$ cat config.mk
export PLATFORM = sky130hd
export DESIGN_NAME = vote_tally
export DESIGN_NICKNAME = d
export VERILOG_FILES = /design/src/rtl/vote_tally.sv
export SDC_FILE = /design/constraint.sdc
export NUM_CORES = 1
export LEC_CHECK = 0
export CAP_MARGIN = 5
export CORE_MARGIN = 4
export CORE_UTILIZATION = 30
export CTS_CLUSTER_DIAMETER = 120
export DETAILED_ROUTE_END_ITERATION = 12
export GPL_TIMING_DRIVEN = 0
export PLACE_DENSITY = 0.58
export SETUP_SLACK_MARGIN = 0.3
export SYNTH_ARGS = -nofsm -noshare
export SYNTH_HDL_FRONTEND = slang
export SYNTH_SLANG_ARGS = --single-unit
$ cat constraint.sdc
create_clock -name clk -period 3.09 [get_ports clk]
set_clock_uncertainty 0.15 [all_clocks]
set_input_delay 0.4635 -clock clk [delete_from_list [all_inputs] [get_ports clk]]
set_output_delay 0.4635 -clock clk [all_outputs]
set_load 0.05 [all_outputs]
$ cat src/rtl/vote_tally.sv
// Four-candidate ballot counter with an IDLE/OPEN/CLOSED election FSM.
// Per-candidate counters saturate with sticky flags, and the election auto-closes at VOTE_LIMIT.
module vote_tally #(
    parameter int         CNT_W      = 6,
    parameter logic [7:0] VOTE_LIMIT = 8'd100
) (
    input  logic             clk,
    input  logic             rst,
    input  logic             start,
    input  logic             stop,
    input  logic             vote_valid,
    input  logic [1:0]       vote_id,
    output logic             vote_ready,
    output logic [CNT_W-1:0] VA,
    output logic [CNT_W-1:0] VB,
    output logic [CNT_W-1:0] VC,
    output logic [CNT_W-1:0] VD,
    output logic [7:0]       total,
    output logic [3:0]       sat,
    output logic             done
);

    typedef enum logic [1:0] {IDLE, OPEN, CLOSED} state_t;

    localparam logic [CNT_W-1:0] CNT_MAX = '1;

    state_t                 state_q, state_d;
    logic [3:0][CNT_W-1:0]  cnt_q, cnt_d;
    logic [7:0]             total_q, total_d;
    logic [3:0]             sat_q, sat_d;
    logic                   done_q, done_d;
    logic                   accept;

    assign vote_ready = (state_q == OPEN);
    assign accept     = vote_valid && vote_ready;

    always_comb begin
        state_d = state_q;
        cnt_d   = cnt_q;
        total_d = total_q;
        sat_d   = sat_q;
        case (state_q)
            IDLE, CLOSED: begin
                if (start) begin
                    state_d = OPEN;
                    cnt_d   = '0;
                    total_d = '0;
                    sat_d   = '0;
                end
            end
            OPEN: begin
                // A saturated candidate still counts toward total but flags the overflow.
                if (accept) begin
                    if (cnt_q[vote_id] == CNT_MAX) begin
                        sat_d[vote_id] = 1'b1;
                    end else begin
                        cnt_d[vote_id] = cnt_q[vote_id] + CNT_W'(1);
                    end
                    total_d = total_q + 8'd1;
                end
                if (stop || (accept && (total_d == VOTE_LIMIT))) begin
                    state_d = CLOSED;
                end
            end
            default: state_d = IDLE;
        endcase
        done_d = (state_d == CLOSED);
    end

    always_ff @(posedge clk) begin
        if (rst) begin
            state_q <= IDLE;
            cnt_q   <= '0;
            total_q <= '0;
            sat_q   <= '0;
            done_q  <= 1'b0;
        end else begin
            state_q <= state_d;
            cnt_q   <= cnt_d;
            total_q <= total_d;
            sat_q   <= sat_d;
            done_q  <= done_d;
        end
    end

    assign VA    = cnt_q[0];
    assign VB    = cnt_q[1];
    assign VC    = cnt_q[2];
    assign VD    = cnt_q[3];
    assign total = total_q;
    assign sat   = sat_q;
    assign done  = done_q;

endmodule

Word-level counts from Yosys, hierarchy flattened:

Index checks and enable logic that the tools add are counted.

* bits in registers: 39
* input bits: 7
* word-level logic and storage cells: 54

* $add $sub $neg: 2
* order comparisons: 2
* equal/unequal tests: 9
* mux-type cells: 22
* bitwise gates (word level): 1
* reductions and logical operators: 10

Operators by type and width (number)
* 24-bit 2-to-1 mux: 3
* 24-bit one-hot mux with 2 select lines: 1
* 24-bit bitwise mux: 1
* 8-bit 2-to-1 mux: 3
* 8-bit one-hot mux with 2 select lines: 1
* 6-bit binary-select mux with 2-bit select: 1
* 6-bit demux with 2-bit select: 1
* 4-bit 2-to-1 mux: 3
* 6-bit 2-to-1 mux: 2
* 8-bit by 1-bit adder with 8-bit output, second input constant: 1
* 8-bit by 7-bit == test with 1-bit output, second input constant: 1
* 4-bit one-hot mux with 2 select lines: 1
* 4-bit AND reduction: 2
* 6-bit by 1-bit adder with 6-bit output, second input constant: 1
* 6-bit == test, second input constant: 1
* 2-bit == test, second input constant: 2
* 2-bit 2-to-1 mux: 2
* 2-bit by 1-bit != test with 1-bit output, second input constant: 2
* 2-bit != test, second input constant: 2
* 4-bit bitwise OR: 1
* 2-bit one-hot mux with 2 select lines: 1
* 1-bit logical AND: 3
* 2-bit by 3-bit less-than comparator with 1-bit output, second input constant: 1
* 1-bit demux with 2-bit select: 1
* other kinds (8): 8

Longest topological paths before layout:

* word-level depth: 10
* mapped depth: 8
* gate-level depth less buffers: 7

Worst setup path before layout:

Ideal clock, no wire load.

* path type: register to register
* start: reg cnt_q (netlist bit VC[0])
* end: reg cnt_q (netlist bit VB[4])
* arrival time: 2.269 ns
* required time: 2.879 ns
* path slack: 0.611 ns
* stages on the path, launching flop included: 8
* period minus slack after synthesis: 2.479 ns
* cells stage by stage: dfxtp_1 > mux4_2 > ha_1 > nand2_1 > o22a_1 > or2_4 > a31oi_1 > a22o_1

* longest elaborated chain between the ends: 7

Ends and longest elaborated chain
* start, declared: line 28 `logic [3:0][CNT_W-1:0] cnt_q, cnt_d;`
* start signal, assigned: line 79 `cnt_q <= cnt_d;`
* 6-bit binary-select mux with 2-bit select (*): line 54, 57
* 6-bit 2-to-1 mux (not written as such) (*): line 54, 57
* 6-bit by 1-bit adder with 6-bit output: line 57 `cnt_d[vote_id] = cnt_q[vote_id] + CNT_W'(1);`
* 24-bit bitwise mux: line 57
* 24-bit 2-to-1 mux: line 54 `if (cnt_q[vote_id] == CNT_MAX) begin`
* 24-bit 2-to-1 mux: line 53 `if (accept) begin`
* 24-bit one-hot mux with 2 select lines: line 42 `case (state_q)`

Every way passes the cells marked *; elsewhere a longest branch is shown, timed or not. The select of a mux whose other input is x is not followed.
A chain may end at the register's enable or synchronous reset.

Final worst setup path:

* start: in vote_valid
* end: reg state_q[0]

* longest elaborated chain between the ends: 8

Ends and longest elaborated chain
* start, declared: line 11 `input logic vote_valid,`
* 1-bit logical AND (*): line 35 `assign accept = vote_valid && vote_ready;`
* 8-bit 2-to-1 mux: line 53
* 8-bit 2-to-1 mux: line 42
* 8-bit by 7-bit == test with 1-bit output: line 61 `if (stop || (accept && (total_d == VOTE_LIMIT))) begin`
* 1-bit logical AND (*): line 61
* 1-bit logical OR (*): line 61
* 2-bit 2-to-1 mux (*): line 61
* 2-bit one-hot mux with 2 select lines (*): line 42
* end signal, assigned: line 78 `state_q <= state_d;`
* end, declared: line 27 `state_t state_q, state_d;`

Marks and branches as above.

==> run summary <==
status: completed
RR Startpoint: VC[0]$_SDFFE_PP0P_
Bufs on Longest Clock Path: 2
critical path class: input port to register
largest net degree at the start of global routing: 13
fin crit share: 84.5%
min-delay worst type: register to register
Worst setup SP type: input port
number of vias per cell: 5.45
ys async rst share: 0%
max cap viols: 0
DRC errors left: 0
first-pass detailed-route iteration total: 5
syn_nets: 208
Yosys warnings: 0
Worst Hold Depth: 1
Critical Path RT: 3.10 ns
Slew HR: 48.7%
CP max FO: 5
top_reg_cell synth: dfxtp_1
std cell rows: 28
H-tree Lvls: 2
R2R Path End: VB[0]$_SDFFE_PP0P_
CP Capture Type: register
Worst-path clk slew: 0.07 ns
number of filler cells placed in the layout: 622
fraction of layout cells with a size suffix above 1: 9.24%
top cell type's share of synthesized area: 40.9%
Routed Antenna Nets: 0
worst-skew pair later-pin latency: 0.29 ns
postcts setup bufs: 0
IO Pins: 45
register bit total from synthesis: 39
Hold EP: sat[0]$_SDFFE_PP0P_
Final Max Slew Viols: 0
Area Overhead vs Synth: 32.9%
Hold Startpoint: sat[0]$_SDFFE_PP0P_
post-synth cell types: 46
chip height: 87.7 um
TNS Setup: 0 ns
Congestion Overflow GR: 0
PortBufs: 42
Max Fclk: 383 MHz
Die Span X: 87.7 um
total track usage: 14.8%
Hold Fails Final Rpt: 0
Worst Tran Pin Value: 0.764 ns
R2R Setup Slk: 0.58 ns
r2r worst-path depth: 7
first-pass GRT wire length: 8.87 mm
1st-iter DRT viols: 181
number of synthesized flops with an enable pin: 0
Initial Utilization: 31.5%
via count: 1767
Post-Synthesis Cell Area: 1910 um^2
Worst Setup SP: vote_valid
GP Congestion: 0.839
final hold slack: 0.339 ns
initial antenna violation count: 0
most frequent cells in the layout: clkdlybuf4s50_1, dfxtp_1, nand2_1, a22o_1, nor2_1
Clock Sinks: 39
CTS Root Cell: clkbuf_8
DR WL/cell: 16.5 um
ant diodes: 0
CP arrival: 2.62 ns
die area: 7700 um^2
Syn Inst Count: 199
main area contributors after synthesis: dfxtp_1, a22o_1, mux4_2, a21oi_1, nand2_1
CTS tree: yes
most common cell after layout, fill and taps aside: clkdlybuf4s50_1
Core Footprint: 6060 um^2
leakage: 0.845 nW
final setup fails: 0
DRT Wirelength: 5.36 mm
vias in the first global route: 1702
leading area contributor after synthesis: dfxtp_1
RSZ-0062 raised after global routing: no
CTS Buf Count: 5
area occupied by multi-input gates: 1050 um^2
Avg Inst Size Synth: 9.58 um^2
hpwl dp: 3.97 mm
PwrDens: 423 nW/um^2
nets: 257
fin crit period: 2.61 ns
post-synthesis sequential area ratio: 40.9%
register area: 781 um^2
Peak VDD IR: 156 uV
-- metrics by stage --
stage	std cells	setup slack [ns]	utilization, %	instance area, um^2	total power [mW]
final	324	0.480	41.8	2530	1.07
after detailed placement	316	0.198	39.9	2420	0.637
after global placement	316	0.190	39.9	2420	0.637
after floorplan	199	0.611	-	1910	0.599
after CTS	324	0.448	41.9	2540	1.08
after global routing	324	0.379	41.8	2530	1.12
-- metal layers --
metal	global-route usage [%]	routed length [um]
met1	21.9	2730
met2	20.1	2330
met3	3.39	196
met4	6.97	99
met5	0	0
-- sequential cells by signal (all words and copies together), names as in the netlist --
register / cells
VA: 6
VB: 6
VC: 6
VD: 6
done: 1
sat: 4
state_q: 2
total: 8
-- cell type report --
cell class              instances  share of cell area (%)
plain buffers                   9                    1.53
clock buffers                   6                    3.26
clock inverters                 2                    1.38
inverters                      10                    1.48
multi-input cells             141                    41.4
flip-flops and latches         39                    30.8
well taps                      75                    3.70
repair buffers                 42                    16.4
-- logic make-up (layout without fill, tap and decap cells) --
group,after synthesis,in the layout,share of synthesized area (%)
buffers and inverters,19,69,4.00
multiplexers,10,10,8.66
adder cells (fa/ha/maj),2,2,1.31
AND/OR/NAND/NOR,62,62,17.3
XOR/XNOR,6,6,2.76
flip-flops,39,39,40.9
AO/OA/AOI/OAI,61,61,25.0
-- cells in the mapped netlist (2+ instances only) --
cell type / count
o211ai_1: 2
inv_1: 10
nor2_1: 13
o311ai_0: 3
a311o_2: 2
clkbuf_1: 5
nand4_1: 2
nor2b_1: 5
o2bb2ai_1: 4
xnor2_1: 3
dfxtp_1: 39
nand4b_1: 2
a31oi_1: 4
nor3_1: 5
mux4_2: 5
mux2_2: 2
a211oi_1: 2
a21oi_1: 12
a22o_1: 15
nand3_1: 6
o21ai_0: 4
mux2i_1: 3
ha_1: 2
buf_1: 2
nand2_1: 15
a32o_1: 5
a311oi_1: 2
a21boi_0: 2
nand2b_1: 4
xor2_1: 3
-- report_power, final --
| part | internal [mW] | switching, mW |
|---|---|---|
| combinational | 0.0348 | 0.0775 |
| clock | 0.261 | 0.186 |
| sequential | 0.507 | 0.00532 |
-- worst max-delay path: stages --
cell	delay, ns
clkdlybuf4s50_1	0.55
nand3b_1	0.24
or4b_1	0.59
a2111o_1	0.47
o211ai_1	0.21
a21oi_1	0.09
-- worst max path at each step --
stage	slack (ns)	cells past startpoint	to
6_report	0.48	6	state_q[0]$_SDFF_PP0_
5_1_grt	0.38	6	state_q[0]$_SDFF_PP0_
4_1_cts	0.45	3	vote_ready
3_5_place_dp	0.20	6	state_q[0]$_SDFF_PP0_
3_3_place_gp	0.19	6	state_q[0]$_SDFF_PP0_
2_1_floorplan	0.61	7	VB[4]$_SDFFE_PP0P_
-- what timing repair did --
action                                  CTS  global route
cloned                                    0             0
hold buffers                              0             0
endpoints found under the setup margin    1             1
hold endpoints to repair                  0             0
resized for setup                         1             2
pin swaps                                 0             0
No activity file was read; power rests on OpenSTA's default activity.
